**src/rtl/cpu_decode_pkg.sv**
```systemverilog
// Shared decode-stage definitions: PCB layout, form 2/3 control word and FSM states.
package cpu_decode_pkg;

  localparam int unsigned PCB_WIDTH   = 32;
  localparam int unsigned PCB_IMM_BIT = 0;

  localparam logic [PCB_WIDTH-1:0] PCB_FORM23 = '1;

  typedef enum logic [1:0] {
    S_OP     = 2'd0,
    S_IMM_HI = 2'd1,
    S_IMM_LO = 2'd2
  } dec_state_e;

endpackage

```
**src/rtl/microcode.sv**
```systemverilog
// Microcode ROM: maps the opcode byte to its pipeline control block word.
module microcode
  import cpu_decode_pkg::*;
(
  input  logic [7:0]           addr,
  output logic [PCB_WIDTH-1:0] pcb
);

  // PCB bits: [0] imm32, [1] reg write, [2] mem read, [3] mem write, [4] branch, [7:5] alu op
  always_comb begin
    pcb = '0;
    if (addr[7]) begin
      pcb = PCB_FORM23;
    end else begin
      case (addr[6:0])
        7'h01:   pcb = 32'h0000_0003;
        7'h02:   pcb = 32'h0000_0002;
        7'h03:   pcb = 32'h0000_0011;
        7'h05:   pcb = 32'h0000_0022;
        7'h06:   pcb = 32'h0000_0008;
        7'h07:   pcb = 32'h0000_0006;
        7'h08:   pcb = 32'h0000_0007;
        7'h09:   pcb = 32'h0000_0009;
        7'h0A:   pcb = 32'h0000_0006;
        7'h0B:   pcb = 32'h0000_0008;
        7'h0E:   pcb = 32'h0000_0040;
        7'h29:   pcb = 32'h0000_0062;
        default: pcb = '0;
      endcase
    end
  end

endmodule

```
**src/rtl/cpu_decode.sv**
```systemverilog
// Decode stage: assembles opcode + optional 32-bit immediate halfwords into one
// registered instruction per handshake, with PCB lookup, stall and flush.
module cpu_decode
  import cpu_decode_pkg::*;
#(
  parameter int unsigned ADDR_WIDTH = 32
) (
  input  logic                  clk_i,
  input  logic                  rst_i,
  input  logic                  flush_i,
  input  logic                  fetch_valid_i,
  input  logic [15:0]           fetch_half_i,
  input  logic [ADDR_WIDTH-1:0] fetch_pc_i,
  output logic                  fetch_ready_o,
  output logic                  dx_valid_o,
  input  logic                  dx_ready_i,
  output logic [15:0]           dx_insn_o,
  output logic [31:0]           dx_imm_o,
  output logic [PCB_WIDTH-1:0]  dx_pcb_o,
  output logic [ADDR_WIDTH-1:0] dx_pc_o,
  output logic [3:0]            dx_reg_a_o,
  output logic [3:0]            dx_reg_b_o,
  output logic                  dx_long_o
);

  dec_state_e            state;
  logic [PCB_WIDTH-1:0]  rom_pcb;
  logic                  is_long;
  logic                  accept;
  logic [15:0]           insn_hold;
  logic [15:0]           imm_hi_hold;
  logic [ADDR_WIDTH-1:0] pc_hold;
  logic [PCB_WIDTH-1:0]  pcb_hold;

  microcode u_microcode (
    .addr (fetch_half_i[15:8]),
    .pcb  (rom_pcb)
  );

  // Form 2/3 words are all-ones, so the imm bit must be masked by opcode bit 15.
  always_comb begin
    is_long       = ~fetch_half_i[15] & rom_pcb[PCB_IMM_BIT];
    fetch_ready_o = ~rst_i & ~flush_i & (~dx_valid_o | dx_ready_i);
    accept        = fetch_valid_i & fetch_ready_o;
  end

  always_ff @(posedge clk_i) begin
    if (rst_i) begin
      state       <= S_OP;
      insn_hold   <= '0;
      imm_hi_hold <= '0;
      pc_hold     <= '0;
      pcb_hold    <= '0;
      dx_valid_o  <= 1'b0;
      dx_insn_o   <= '0;
      dx_imm_o    <= '0;
      dx_pcb_o    <= '0;
      dx_pc_o     <= '0;
      dx_reg_a_o  <= '0;
      dx_reg_b_o  <= '0;
      dx_long_o   <= 1'b0;
    end else if (flush_i) begin
      state       <= S_OP;
      insn_hold   <= '0;
      imm_hi_hold <= '0;
      pc_hold     <= '0;
      pcb_hold    <= '0;
      dx_valid_o  <= 1'b0;
    end else begin
      // A load later in this block overrides the consume-clear.
      if (dx_valid_o && dx_ready_i)
        dx_valid_o <= 1'b0;
      if (accept) begin
        case (state)
          S_OP: begin
            insn_hold <= fetch_half_i;
            pc_hold   <= fetch_pc_i;
            pcb_hold  <= rom_pcb;
            if (is_long) begin
              state <= S_IMM_HI;
            end else begin
              dx_valid_o <= 1'b1;
              dx_insn_o  <= fetch_half_i;
              dx_reg_a_o <= fetch_half_i[7:4];
              dx_reg_b_o <= fetch_half_i[3:0];
              dx_pc_o    <= fetch_pc_i;
              dx_pcb_o   <= rom_pcb;
              dx_imm_o   <= '0;
              dx_long_o  <= 1'b0;
            end
          end
          S_IMM_HI: begin
            imm_hi_hold <= fetch_half_i;
            state       <= S_IMM_LO;
          end
          S_IMM_LO: begin
            dx_valid_o <= 1'b1;
            dx_insn_o  <= insn_hold;
            dx_reg_a_o <= insn_hold[7:4];
            dx_reg_b_o <= insn_hold[3:0];
            dx_pc_o    <= pc_hold;
            dx_pcb_o   <= pcb_hold;
            dx_imm_o   <= {imm_hi_hold, fetch_half_i};
            dx_long_o  <= 1'b1;
            state      <= S_OP;
          end
          default: state <= S_OP;
        endcase
      end
    end
  end

endmodule

```
**config.mk**
```make
export PLATFORM = sky130hd
export DESIGN_NAME = cpu_decode
export DESIGN_NICKNAME = d
export VERILOG_FILES = /design/src/rtl/cpu_decode_pkg.sv /design/src/rtl/microcode.sv /design/src/rtl/cpu_decode.sv
export SDC_FILE = /design/constraint.sdc
export NUM_CORES = 1
export LEC_CHECK = 0
export BUFFER_PORTS_ARGS = -buffer_cell sky130_fd_sc_hd__buf_2
export CORE_ASPECT_RATIO = 1.5
export CORE_UTILIZATION = 53
export DETAILED_ROUTE_END_ITERATION = 12
export MAX_ROUTING_LAYER = met4
export PLACE_DENSITY = 0.89
export SYNTH_ARGS = -nofsm -noshare
export SYNTH_HDL_FRONTEND = slang
export SYNTH_SLANG_ARGS = --single-unit
```
**constraint.sdc**
```tcl
create_clock -name clk_i -period 2.5 [get_ports clk_i]
set_input_delay 0.125 -clock clk_i [delete_from_list [all_inputs] [get_ports clk_i]]
set_output_delay 0.125 -clock clk_i [all_outputs]
set_load 0.05 [all_outputs]
```
==> results.ini, run 1 <==
[floorplan]
core_mm2 = 0.0124
start_util_pct = 54.3
die_w_um = 94.2
pin_count = 176
die_h_um = 140
fp.dieArea_mm2 = 0.0132
rows = 50

[setup_path]
r2r_slack_ps = 370
crit_type = register to register
cp.required_ps = 2770
cp.arrival_ps = 2400
critPathMaxFanout = 28
r2r-end = pc_hold[16]$_SDFFE_PP0P_
path_cells = nor2b_1 -> or4_2 -> buf_12 -> nand2_1 -> a21oi_1
ff2ff_path_depth = 5
slowest_delay_ps = 970
cp-start-kind = register
rr_startpoint = dx_valid_o$_SDFF_PP0_
cp_slowest_cell = or4_2
crit_path_end_kind = register

[clocking]
cts-resized-gates = 0
cts_max_path_buffers = 2
cts_made_buffers = 17
insertion_delay_ps = 420
clock-root-buffer = clkbuf_16
cts-htree-levels = 4
ctsHoldBuffers = 40
cts_tree = done
cts.clk_slew.worst_paths_ps = 70
clock-sinks = 162
post_cts.repair.setup_buffers = 0

[power_and_ir_drop]
powerDensity_mw_per_mm2 = 713
p_leak_nw = 3.92
vdd_drop_max_mv = 0.689

[timing]
fin_skew_ps = 6.71
maxSlewHeadroom_pct = 26.5
report.final.slew_viol_count = 0
worstMarginPinSlew_ps = 1100
setup_viol = 0
finalWorstSetupSlack_ps = 370
fin_crit_sh_pct = 85.2
fmax_mhz = 469
rsz0062_at_grt = false
fin_crit_ps = 2130
hold_viol = 0
tns_ps = 0

[final_layout]
fill_cells = 942
syn_to_final_growth_pct = 23.9
drive_gt1_share_pct = 28.0
fin_nets = 918

[route]
vias = 5801
drt-total-wl_um = 17300
drtPass1Iterations = 5
wl_met3_um = 842
wl_per_cell_um = 16.7
drt_iter0_markers = 422
met1_length_um = 6800
drc = 0
ant_nets = 0
routed.top_layer = met4
met2_length_um = 9140
via_per_inst = 5.60

[grt]
grt_pass1_vias = 5504
grt_max_degree = 74
antenna_found_initial = 1
gr-total-overflow = 0
grt_pass1_wl_um = 27400
grt.total_usage_pct = 27.4

[status]
status = finished clean

[logic_synthesis]
netlist_area_mm2 = 0.00675
synth-edff-count = 0
synth.yosys.seq_area_share_pct = 48.0
synth_warnings = 0
synth_area_per_cell_um2 = 9.45
synth-async-reset-ratio_pct = 0
ys.flop_type = dfxtp_1
synth.distinct_cells = 46
ys_ff_latch = 162
syn-instance-count = 715
syn-num-nets = 768

[placed_design]
gp_congestion = 0.779
io_buffer_count = 175
hpwl_um = 10700
dp_slack_ps = 389

[worst_hold_path]
hold_start = fetch_half_i[12]
min_path_type = input port to register
hold_depth = 3
min_to = insn_hold[12]$_SDFFE_PP0P_

[run]
maxCapViolations = 0

## layer usage
layer  track usage, %  up-vias
li1                 -     2802
met1             31.2     2746
met2             46.5      213
met3             4.56       40
met4             11.9        0
met5                -        -
## cell usage after synthesis, types with 3 or more instances
cell type / instances / share of area (%)
nand2b_1: 4 / 0.37
nor2_1: 29 / 1.6
nor2b_1: 3 / 0.28
buf_6: 8 / 1.3
a21oi_1: 106 / 7.9
a211oi_2: 10 / 1.9
nor4_4: 3 / 0.94
a211oi_1: 41 / 4.6
a22o_1: 32 / 4.1
dfxtp_1: 162 / 48
nor3_1: 4 / 0.30
buf_4: 35 / 3.9
o22ai_1: 7 / 0.65
nand3_1: 3 / 0.22
mux2i_1: 67 / 9.9
inv_1: 5 / 0.28
clkbuf_1: 35 / 1.9
buf_2: 19 / 1.4
o21ai_0: 5 / 0.37
nand2_1: 105 / 5.8
a211o_1: 3 / 0.39
## critical path: cells and delay by family, from the launching register on
kind,cells,cell delay [ps]
simple gates,3,1300
buf+inv,1,290
compound gates,1,60
flops,1,320
## cells in the final DEF, fill, tap and decap left out, drive strengths merged, types with 3 or more instances in the layout
cell	Yosys	layout
a211o	3	3
a211oi	51	51
a21oi	106	106
a22o	32	32
buf	63	189
clkbuf	35	17
clkinv	0	6
dfxtp	162	162
dlygate4sd3	0	40
inv	5	12
mux2i	67	67
nand2	105	105
nand2b	4	4
nand3	3	3
nor2	29	29
nor2b	3	3
nor3	5	5
nor4	3	3
o21ai	7	7
o22ai	7	7
## area by class of cell
cell class	instances	area, um^2	area share, %
Antenna cell	1	2.50	0.0299
Sequential cell	162	3240	38.8
Clock inverter	15	165	1.97
Inverter	5	18.8	0.224
Multi-Input combinational cell	450	2920	34.9
Tap cell	156	195	2.33
Clock buffer	17	425	5.08
Timing Repair Buffer	229	1390	16.7
## stage by stage
step | instance area (um^2) | utilization, % | hold WS, ps | power (mW) | cells
after floorplan | 6750 | - | 258 | 3.28 | 715
after global routing | 8370 | 67.2 | 45.1 | 6.17 | 1035
after CTS | 8360 | 67.2 | 44.5 | 5.99 | 1034
after detailed placement | 7370 | 59.2 | 385 | 3.43 | 962
final | 8370 | 67.2 | 58.2 | 5.96 | 1035
after global placement | 7370 | 59.2 | 382 | 3.42 | 962
## registers in the layout (all words and copies together) (netlist names)
signal / count
dx_valid_o: 1
dx_pcb_o: 8
dx_pc_o: 32
dx_insn_o: 15
dx_long_o: 1
pc_hold: 32
imm_hi_hold: 16
dx_imm_o: 32
pcb_hold: 8
insn_hold: 15
state: 2
## where the power goes
part,switching [mW],internal (mW),leakage [nW]
clock network,1.20,1.34,0.283
registers,0.0377,2.64,1.31
logic,0.531,0.215,2.32
## worst max path at each step
| stage | from | end | slack, ps | depth (start not counted) |
|---|---|---|---|---|
| after detailed placement | dx_valid_o$_SDFF_PP0_ | pc_hold[16]$_SDFFE_PP0P_ | 390 | 5 |
| after global routing | state[1]$_SDFFE_PP0P_ | dx_pc_o[16]$_SDFFE_PP0P_ | 190 | 4 |
| final | dx_valid_o$_SDFF_PP0_ | pc_hold[16]$_SDFFE_PP0P_ | 370 | 5 |
| after global placement | dx_valid_o$_SDFF_PP0_ | pc_hold[13]$_SDFFE_PP0P_ | 450 | 5 |
| after floorplan | dx_valid_o$_SDFF_PP0_ | insn_hold[0]$_SDFFE_PP0P_ | 470 | 7 |
| after CTS | dx_valid_o$_SDFF_PP0_ | pc_hold[16]$_SDFFE_PP0P_ | 360 | 5 |
## cells by family after synthesis
family / Yosys count / synth area share, %
AO/OA/AOI/OAI: 212 / 20.7
AND/OR/NAND/NOR: 170 / 12.2
buffers and inverters: 103 / 8.91
multiplexers: 68 / 10.1
flip-flops: 162 / 48.0
(Power assumes the default switching activity.)
==> inputs of run 2 (changes only) <==
Settings changed: CTS_CLUSTER_DIAMETER from default to 100, GPL_TIMING_DRIVEN from default to 0.
==> results.ini, run 2 (synthesized netlist as in run 1, its figures left out) <==
[status]
status = finished clean

[worst_hold_path]
hold_start = fetch_half_i[1]
hold_depth = 3
min_to = insn_hold[1]$_SDFFE_PP0P_
min_path_type = input port to register

[power_and_ir_drop]
powerDensity_mw_per_mm2 = 726
finalPower_mw = 6.43
p_leak_nw = 4.21
vdd_drop_max_mv = 0.606

[setup_path]
critPathTopFamily = buffers and inverters
critPathMaxFanout = 10
cp-startpoint = dx_valid_o$_SDFF_PP0_
cp.required_ps = 2850
cp-start-kind = register
r2r_slack_ps = 300
r2r-end = insn_hold[4]$_SDFFE_PP0P_
cp.arrival_ps = 2540
crit_top_cell = clkbuf_1
path_cells = nor2b_1 -> clkbuf_1 -> or4_1 -> clkbuf_1 -> clkbuf_1 -> nand2_1 -> a21oi_1
crit_type = register to register
ff2ff_path_depth = 7
crit_buf_inv = 3
crit_path_end_kind = register
rr_startpoint = dx_valid_o$_SDFF_PP0_
cp_slowest_cell = clkbuf_1
slowest_delay_ps = 520

[route]
via_per_inst = 5.65
drc = 0
drt_iter0_markers = 350
drtPass1Iterations = 6
drt-total-wl_um = 19500
ant_nets = 0
vias = 6285
wl_per_cell_um = 17.6

[clocking]
cts-resized-gates = 0
clock-sinks = 162
clock-root-buffer = clkbuf_16
post_cts.repair.setup_buffers = 0
cts-htree-levels = 4
cts.clk_slew.worst_paths_ps = 70
insertion_delay_ps = 420
cts_max_path_buffers = 2
cts_tree = done
cts_made_buffers = 17

[timing]
report.final.slew_viol_count = 0
fin_crit_sh_pct = 88.0
fin_skew_ps = 8.81
maxSlewHeadroom_pct = 45.5
rsz0062_at_grt = false
worstMarginPinSlew_ps = 811
fmax_mhz = 455
setup_viol = 0
tns_ps = 0
fin_crit_ps = 2200
hold_viol = 0

[final_layout]
reg.largest.list = dx_imm_o (32), dx_pc_o (32), pc_hold (32)
finalInstanceArea_mm2 = 0.00886
layout_commonest_cell = buf_2
final_cell_mix = buf_2 (191), dfxtp_1 (162), a21oi_1 (106)
stdcell_count = 1113
fill_cells = 889
drive_gt1_share_pct = 30.0
regArea_mm2 = 0.00324
fin_util_pct = 71.1
syn_to_final_growth_pct = 31.1
antenna_cells = 0
multiInputGateArea_mm2 = 0.00291
fin_nets = 997

[floorplan]
die_w_um = 94.2
fp.dieArea_mm2 = 0.0132
core_mm2 = 0.0124
rows = 50
pin_count = 176
start_util_pct = 54.3
die_h_um = 140

[grt]
grt_pass1_vias = 6338
antenna_found_initial = 0
gr-total-overflow = 0
grt.total_usage_pct = 31.4
grt_pass1_wl_um = 31100
grt_max_degree = 28

[placed_design]
hpwl_um = 12700
gp_congestion = 0.880
dpl_cell_area_mm2 = 0.00781
io_buffer_count = 172
dpl.cell_count = 1043

[run]
maxCapViolations = 0

-- run 2: area by class of cell --
| class | count | share of cell area (%) |
|---|---|---|
| Buffer | 98 | 6.58 |
| Clock buffer | 17 | 4.80 |
| Clock inverter | 15 | 2.71 |
| Inverter | 5 | 0.212 |
| Multi-Input combinational cell | 450 | 32.8 |
| Sequential cell | 162 | 36.6 |
| Tap cell | 156 | 2.20 |
| Timing Repair Buffer | 210 | 14.0 |
-- run 2: metrics by stage --
stage | setup slack (ps) | hold slack [ps]
final | 301 | 16.7
after floorplan | 474 | 258
after global routing | 158 | 15.5
after global placement | 345 | 379
after CTS | 283 | 9.99
after detailed placement | 348 | 383
-- run 2: worst reg2reg max path, delay by kind of cell, from the launching register on --
family          cells  cell delay (ps)
buf+inv             3             1140
simple gates        3              450
flops               1              350
compound gates      1              180
-- run 2: timing repair --
action | in CTS | in global routing
endpoints found under the setup margin | 0 | 0
hold buffers | 38 | 0
endpoints found under the hold margin | 43 | 0
-- run 2: per-layer routing --
| metal | track usage (%) | wire, um |
|---|---|---|
| met2 | 52.1 | 9990 |
| met4 | 20.2 | 1100 |
| met3 | 5.70 | 1180 |
| met5 | - | 0 |
| met1 | 33.8 | 7270 |
-- run 2: report_power, final --
group	total, mW	internal, mW	leakage, nW	switching, mW
Sequential	2.68	2.64	1.31	0.0390
Combinational	0.814	0.259	2.57	0.555
Clock	2.94	1.81	0.325	1.13
-- run 2: worst max-delay path by stage --
stage	end	cells past startpoint
finish	insn_hold[4]$_SDFFE_PP0P_	7
detailed placement	dx_insn_o[5]$_SDFFE_PP0P_	8
floorplan	insn_hold[0]$_SDFFE_PP0P_	7
CTS	dx_insn_o[3]$_SDFFE_PP0P_	6
global placement	dx_insn_o[7]$_SDFFE_PP0P_	8
global route	dx_insn_o[3]$_SDFFE_PP0P_	6
